File: src/rtl/pwm_breath_ctrl.sv
// Breathing-duty setpoint generator for perip_PWM: ramps duty up, holds, down, holds.
// Optional PWM_BREATH_ONESHOT_EN: stop in IDLE after one full cycle until ENABLE re-toggles.
module pwm_breath_ctrl #(
  parameter int CNT_W      = 32,
  parameter int PERIOD_DEF = 10000,
  parameter int STEP_DEF   = 100,
  parameter int HOLD_DEF   = 50
) (
  input  logic             CLK,
  input  logic             RST,
  input  logic             ENABLE,
  input  logic             CFG_VALID,
  output logic             CFG_READY,
  input  logic [CNT_W-1:0] CFG_PERIOD,
  input  logic [CNT_W-1:0] CFG_STEP,
  input  logic [15:0]      CFG_HOLD,
  output logic [CNT_W-1:0] FREQ_Cnt_Set,
  output logic [CNT_W-1:0] Chn_duty_Set,
  output logic             PERIOD_TICK,
  output logic [2:0]       STATE
);

  typedef enum logic [2:0] {
    S_IDLE = 3'd0,
    S_UP   = 3'd1,
    S_HH   = 3'd2,
    S_DN   = 3'd3,
    S_HL   = 3'd4
  } state_e;

  state_e             state_q, state_d;
  logic [CNT_W-1:0]   period_q, period_d;
  logic [CNT_W-1:0]   step_q, step_d;
  logic [15:0]        hold_q, hold_d;
  logic [CNT_W-1:0]   duty_q, duty_d;
  logic [CNT_W-1:0]   cnt_q, cnt_d;
  logic [15:0]        hcnt_q, hcnt_d;
  logic               tick_q, tick_d;
  logic               armed;

  logic               cfg_xfer;
  logic [CNT_W:0]     sum;
  logic signed [CNT_W:0] diff;
  logic [15:0]        hold_eff;
  logic [16:0]        hcnt_inc;
  logic               hold_done;

  assign cfg_xfer  = CFG_VALID && (state_q == S_IDLE);
  assign sum       = {1'b0, duty_q} + {1'b0, step_q};
  assign diff      = $signed({1'b0, duty_q}) - $signed({1'b0, step_q});
  assign hold_eff  = (hold_q == 16'd0) ? 16'd1 : hold_q;
  assign hcnt_inc  = {1'b0, hcnt_q} + 17'd1;
  assign hold_done = hcnt_inc >= {1'b0, hold_eff};

`ifdef PWM_BREATH_ONESHOT_EN
  // Cleared when a one-shot cycle finishes; re-armed by ENABLE going low.
  logic armed_q, armed_d;
  assign armed = armed_q;

  always_comb begin
    armed_d = armed_q;
    if (!ENABLE)
      armed_d = 1'b1;
    else if (state_q == S_HL && tick_q && hold_done)
      armed_d = 1'b0;
  end

  always_ff @(posedge CLK or posedge RST) begin
    if (RST) armed_q <= 1'b1;
    else     armed_q <= armed_d;
  end
`else
  assign armed = 1'b1;
`endif

  always_ff @(posedge CLK or posedge RST) begin
    if (RST) begin
      state_q  <= S_IDLE;
      period_q <= CNT_W'(PERIOD_DEF);
      step_q   <= CNT_W'(STEP_DEF);
      hold_q   <= 16'(HOLD_DEF);
      duty_q   <= '0;
      cnt_q    <= '0;
      hcnt_q   <= '0;
      tick_q   <= 1'b0;
    end else begin
      state_q  <= state_d;
      period_q <= period_d;
      step_q   <= step_d;
      hold_q   <= hold_d;
      duty_q   <= duty_d;
      cnt_q    <= cnt_d;
      hcnt_q   <= hcnt_d;
      tick_q   <= tick_d;
    end
  end

  always_comb begin
    state_d  = state_q;
    period_d = period_q;
    step_d   = step_q;
    hold_d   = hold_q;
    duty_d   = duty_q;
    hcnt_d   = hcnt_q;
    if (cfg_xfer) begin
      period_d = (CFG_PERIOD < CNT_W'(2)) ? CNT_W'(2) : CFG_PERIOD;
      step_d   = (CFG_STEP == '0) ? CNT_W'(1) : CFG_STEP;
      hold_d   = CFG_HOLD;
    end
    if (state_q != S_IDLE && !ENABLE) begin
      state_d = S_IDLE;
      duty_d  = '0;
      hcnt_d  = '0;
    end else begin
      unique case (state_q)
        S_IDLE: if (ENABLE && armed) state_d = S_UP;
        S_UP: if (tick_q) begin
          if (sum >= {1'b0, period_q}) begin
            duty_d  = period_q;
            hcnt_d  = '0;
            state_d = S_HH;
          end else begin
            duty_d = sum[CNT_W-1:0];
          end
        end
        S_HH: if (tick_q) begin
          hcnt_d = hcnt_inc[15:0];
          if (hold_done) state_d = S_DN;
        end
        S_DN: if (tick_q) begin
          if (diff[CNT_W] || diff == '0) begin
            duty_d  = '0;
            hcnt_d  = '0;
            state_d = S_HL;
          end else begin
            duty_d = diff[CNT_W-1:0];
          end
        end
        S_HL: if (tick_q) begin
          hcnt_d = hcnt_inc[15:0];
          if (hold_done) begin
`ifdef PWM_BREATH_ONESHOT_EN
            hcnt_d  = '0;
            state_d = S_IDLE;
`else
            state_d = S_UP;
`endif
          end
        end
        default: state_d = S_IDLE;
      endcase
    end
  end

  // Counter mirrors the PWM counter; tick is registered from next-state values.
  always_comb begin
    cnt_d = '0;
    if (state_q != S_IDLE && state_d != S_IDLE)
      cnt_d = tick_q ? '0 : cnt_q + CNT_W'(1);
    tick_d = (state_d != S_IDLE) && (cnt_d == period_d - CNT_W'(1));
  end

  always_comb begin
    CFG_READY    = (state_q == S_IDLE);
    STATE        = state_q;
    FREQ_Cnt_Set = period_q;
    Chn_duty_Set = duty_q;
    PERIOD_TICK  = tick_q;
  end

endmodule

File: config.mk
export PLATFORM = sky130hd
export DESIGN_NAME = pwm_breath_ctrl
export DESIGN_NICKNAME = d
export VERILOG_FILES = /design/src/rtl/pwm_breath_ctrl.sv
export SDC_FILE = /design/constraint.sdc
export NUM_CORES = 1
export LEC_CHECK = 0
export CORE_ASPECT_RATIO = 0.5
export CORE_UTILIZATION = 45
export CTS_BUF_LIST = sky130_fd_sc_hd__clkbuf_16
export CTS_CLUSTER_SIZE = 14
export DETAILED_ROUTE_END_ITERATION = 16
export DONT_BUFFER_PORTS = 1
export GPL_TIMING_DRIVEN = 0
export SETUP_SLACK_MARGIN = 0.2
export SYNTH_ARGS = -nofsm -noshare
export SYNTH_HDL_FRONTEND = slang
export SYNTH_SLANG_ARGS = --single-unit
File: constraint.sdc
create_clock -name CLK -period 8 [get_ports CLK]
set_input_delay 0.4 -clock CLK [delete_from_list [all_inputs] [get_ports CLK]]
set_output_delay 0.4 -clock CLK [all_outputs]
set_load 0.05 [all_outputs]
==> impl_metrics.tcl <==
set metrics [dict create \
    outcome "complete, no violations" \
    cp_max_fo 10 \
    grt_pass1_wl_um 77000 \
    gp_congestion 0.986 \
    dieArea_mm2 0.0321 \
    start_util 0.462 \
    maxCapViolations 0 \
    syn-mean-instance-area_um2 7.99 \
    postSynthCellCount 1766 \
    finalInstanceArea_mm2 0.0153 \
    grt_pass1_vias 12700 \
    die_h_um 127 \
    first_iter_violations 1455 \
    min_to "hold_q[1]$_DFFE_PP1P_" \
    first_pass_iters 6 \
    nNetsFinal 1992 \
    clock-root-buffer "clkbuf_16" \
    synth_compound_area_frac 0.211 \
    finalHoldViolCount 0 \
    layout-drive-gt1-share 0.0493 \
    synth_top_area_share 0.271 \
    hold_path.class "input pin to register" \
    num_antenna_cells 0 \
    ant_nets 0 \
    yosys.area_share.simple 0.216 \
    whs_path_depth 2 \
    p_per_area_mw_per_mm2 338 \
    wl_per_cell_um 22.6 \
    clk_pin_slew_ps 70 \
    synthesis.nets 1967 \
    r2r-end "Chn_duty_Set[6]$_DFFE_PP0P_" \
    skew_ps 17.1 \
    drc_errors 0 \
    clock_sinks 164 \
    cts_buffers 17 \
    cp.required_ps 8320 \
    cp-end-kind "register" \
    portBuffers 0 \
    crit_arrival_ps 7660 \
    synth-adder-area-share 0.105 \
    ios 153 \
    crit_path_cell_trace "ha_1, clkbuf_2, o21bai_1, a21oi_1, o21ai_0, a311o_1, a2111oi_1, nor2_1, a211o_1, a31oi_1, xnor2_1, ha_1, a21o_1, a21o_1, a221oi_1, nor2_1, nor4_1, o311ai_0, nor2_2, clkbuf_4, buf_2, mux2i_1, o221ai_1" \
    placed_area_mm2 0.0147 \
    finalCritPeriodShare 0.918 \
    r2r_setup_slack_ps 660 \
    cellLeakagePower_uw 0.00662 \
    ir_drop_uv 161 \
    core_mm2 0.0306 \
    yosys.cell_count.top_type "nand2_1" \
    setup_violations 0 \
    grt_usage 0.318 \
    dpl.hpwl_um 40600 \
    cts_buffer_depth 2 \
    htree_levels 4 \
    cp_num_buf_inv 3 \
    dominantRegCellSynth "dfrtp_1" \
    cts_tree "yes" \
    netlist_top_cells_area "dfrtp_1 27%, ha_1 10%, xnor2_1 5.9%" \
    antenna_found_initial 0 \
    area_delta_synth_final_pct 8.51 \
    syn_area_mm2 0.0141 \
    slowest_delay_ps 610 \
    slew_violations 0 \
    yosys_warnings 0 \
    period_minus_slack_ps 7340 \
    grt_max_degree 102 \
    ys_types 83 \
    worst_slew_pin_slew_ps 1050 \
    die_w_um 252 \
    grt_remaining_overflow 0 \
    start_kind "register" \
    max_slew_margin 0.297 \
    dr_total_vias 13500 \
    synth_top_family_by_area "simple AND/OR/NAND/NOR gates" \
    timing.fmax_ghz 0.136 \
    finalWirelength_um 50300 \
    worstSetupPathType "register to register" \
    r2r-start "Chn_duty_Set[2]$_DFFE_PP0P_" \
    rows 45 \
    rsz0062_at_grt "false" \
    synth_area_leader_cell "dfrtp_1" \
    synthMuxAreaShare 0.0352 \
    ys_seq_area_frac 0.292 \
    slowest_stage "dfrtp_1" \
    synthArstFlopShare 1.00 \
    setup_ws_ps 656 \
    crit_family "compound AO/OA/AOI/OAI gates" \
    insertion_delay_ps 480 \
    rr_worst_depth 23 \
    routed_via_density 6.06 \
    synth-edff-count 0 \
    synth.ff_latch_count 164 \
    place_ws_ps -288 \
    synth_xor_area_frac 0.0807 \
    synth_common_cells "181 x nand2_1, 153 x dfrtp_1, 152 x inv_1" \
    min_from "CFG_HOLD[1]" \
]
==> power breakdown <==
group	leakage [uW]	switching [uW]	internal (uW)
clock network	0.000294	420	445
registers	0.00213	518	1040
logic	0.00419	1820	930
==> worst reg2reg max path, delay by kind of cell, from the launching register on <==
kind / cells / cell delay, ps
AND/OR/NAND/NOR: 4 / 870
multiplexers: 1 / 390
XOR/XNOR: 1 / 250
AO/OA/AOI/OAI: 12 / 3450
adder cells (fa/ha/maj): 2 / 720
flip-flops: 1 / 610
buffers and inverters: 3 / 910
==> worst max-delay path by stage <==
stage                                            from                          end  depth (start not counted)
final                     Chn_duty_Set[2]$_DFFE_PP0P_  Chn_duty_Set[6]$_DFFE_PP0P_                         23
after global placement    Chn_duty_Set[2]$_DFFE_PP0P_  Chn_duty_Set[6]$_DFFE_PP0P_                         23
after global routing      Chn_duty_Set[2]$_DFFE_PP0P_  Chn_duty_Set[6]$_DFFE_PP0P_                         23
after detailed placement  Chn_duty_Set[2]$_DFFE_PP0P_  Chn_duty_Set[6]$_DFFE_PP0P_                         23
after CTS                 Chn_duty_Set[2]$_DFFE_PP0P_  Chn_duty_Set[6]$_DFFE_PP0P_                         23
after floorplan           Chn_duty_Set[2]$_DFFE_PP0P_  Chn_duty_Set[2]$_DFFE_PP0P_                         23
==> routing by layer <==
layer / global-route usage / wire length [um] / vias up
met5: 0 / 0 / -
met3: 0.0803 / 4220 / 77
met1: 0.468 / 24300 / 6474
li1: - / - / 6392
met4: 0.0906 / 1360 / 0
met2: 0.455 / 20500 / 557
==> logic make-up after synthesis <==
group           after synthesis
fa+ha+maj                   117
mux                          47
simple gates                621
buf+inv                     224
flops                       164
xor+xnor                    127
compound gates              466
==> through the flow <==
stage | power (uW) | hold WS (ps) | setup TNS [ps] | utilization | instances
global placement | 4190 | 511 | -4100 | 0.479 | 2189
floorplan | 3370 | 448 | 0 | - | 1766
CTS | 5080 | 17.8 | 0 | 0.500 | 2224
finish | 5180 | 30.2 | 0 | 0.501 | 2227
detailed placement | 4200 | 319 | -2530 | 0.480 | 2191
global route | 5500 | 26.9 | 0 | 0.501 | 2227
==> cell usage in the layout, fill, tap and decap left out, types with 15 or more instances in the layout <==
master     count
nand2_1      181
dfrtp_1      153
inv_1        152
o21ai_0      149
nor2_1       138
ha_1         115
a21oi_1      106
xnor2_1       95
clkbuf_1      60
nor3_1        58
nand3_1       53
nor4_1        38
mux2i_1       37
nand4_1       32
xor2_1        30
a21o_1        20
a211oi_1      19
nor2b_1       17
o211ai_1      17
clkbuf_16     17
or3_1         15
a31oi_1       15
==> flip-flops by register name (all words and copies together), names as in the netlist <==
name          count
hcnt_q           16
PERIOD_TICK       1
hold_q           16
Chn_duty_Set     32
step_q           32
cnt_q            32
STATE             3
FREQ_Cnt_Set     32
==> layout make-up <==
type / count / area [um^2]
Tap cell: 423 / 529
Sequential cell: 164 / 4120
Clock inverter: 15 / 163
Timing Repair Buffer: 6 / 65.1
Multi-Input combinational cell: 1378 / 9150
Clock buffer: 17 / 425
Buffer: 72 / 288
Fill cell: 2996 / 15300
Inverter: 152 / 578
==> what timing repair did <==
action                                  CTS  global route
hold buffers                              1             0
pin swaps                                 0             1
hold endpoints to repair                 59             0
setup buffers                             0             3
endpoints found under the setup margin   19            37
gates resized for setup                   3             6
Note: power is estimated with default switching activity, not from simulation.
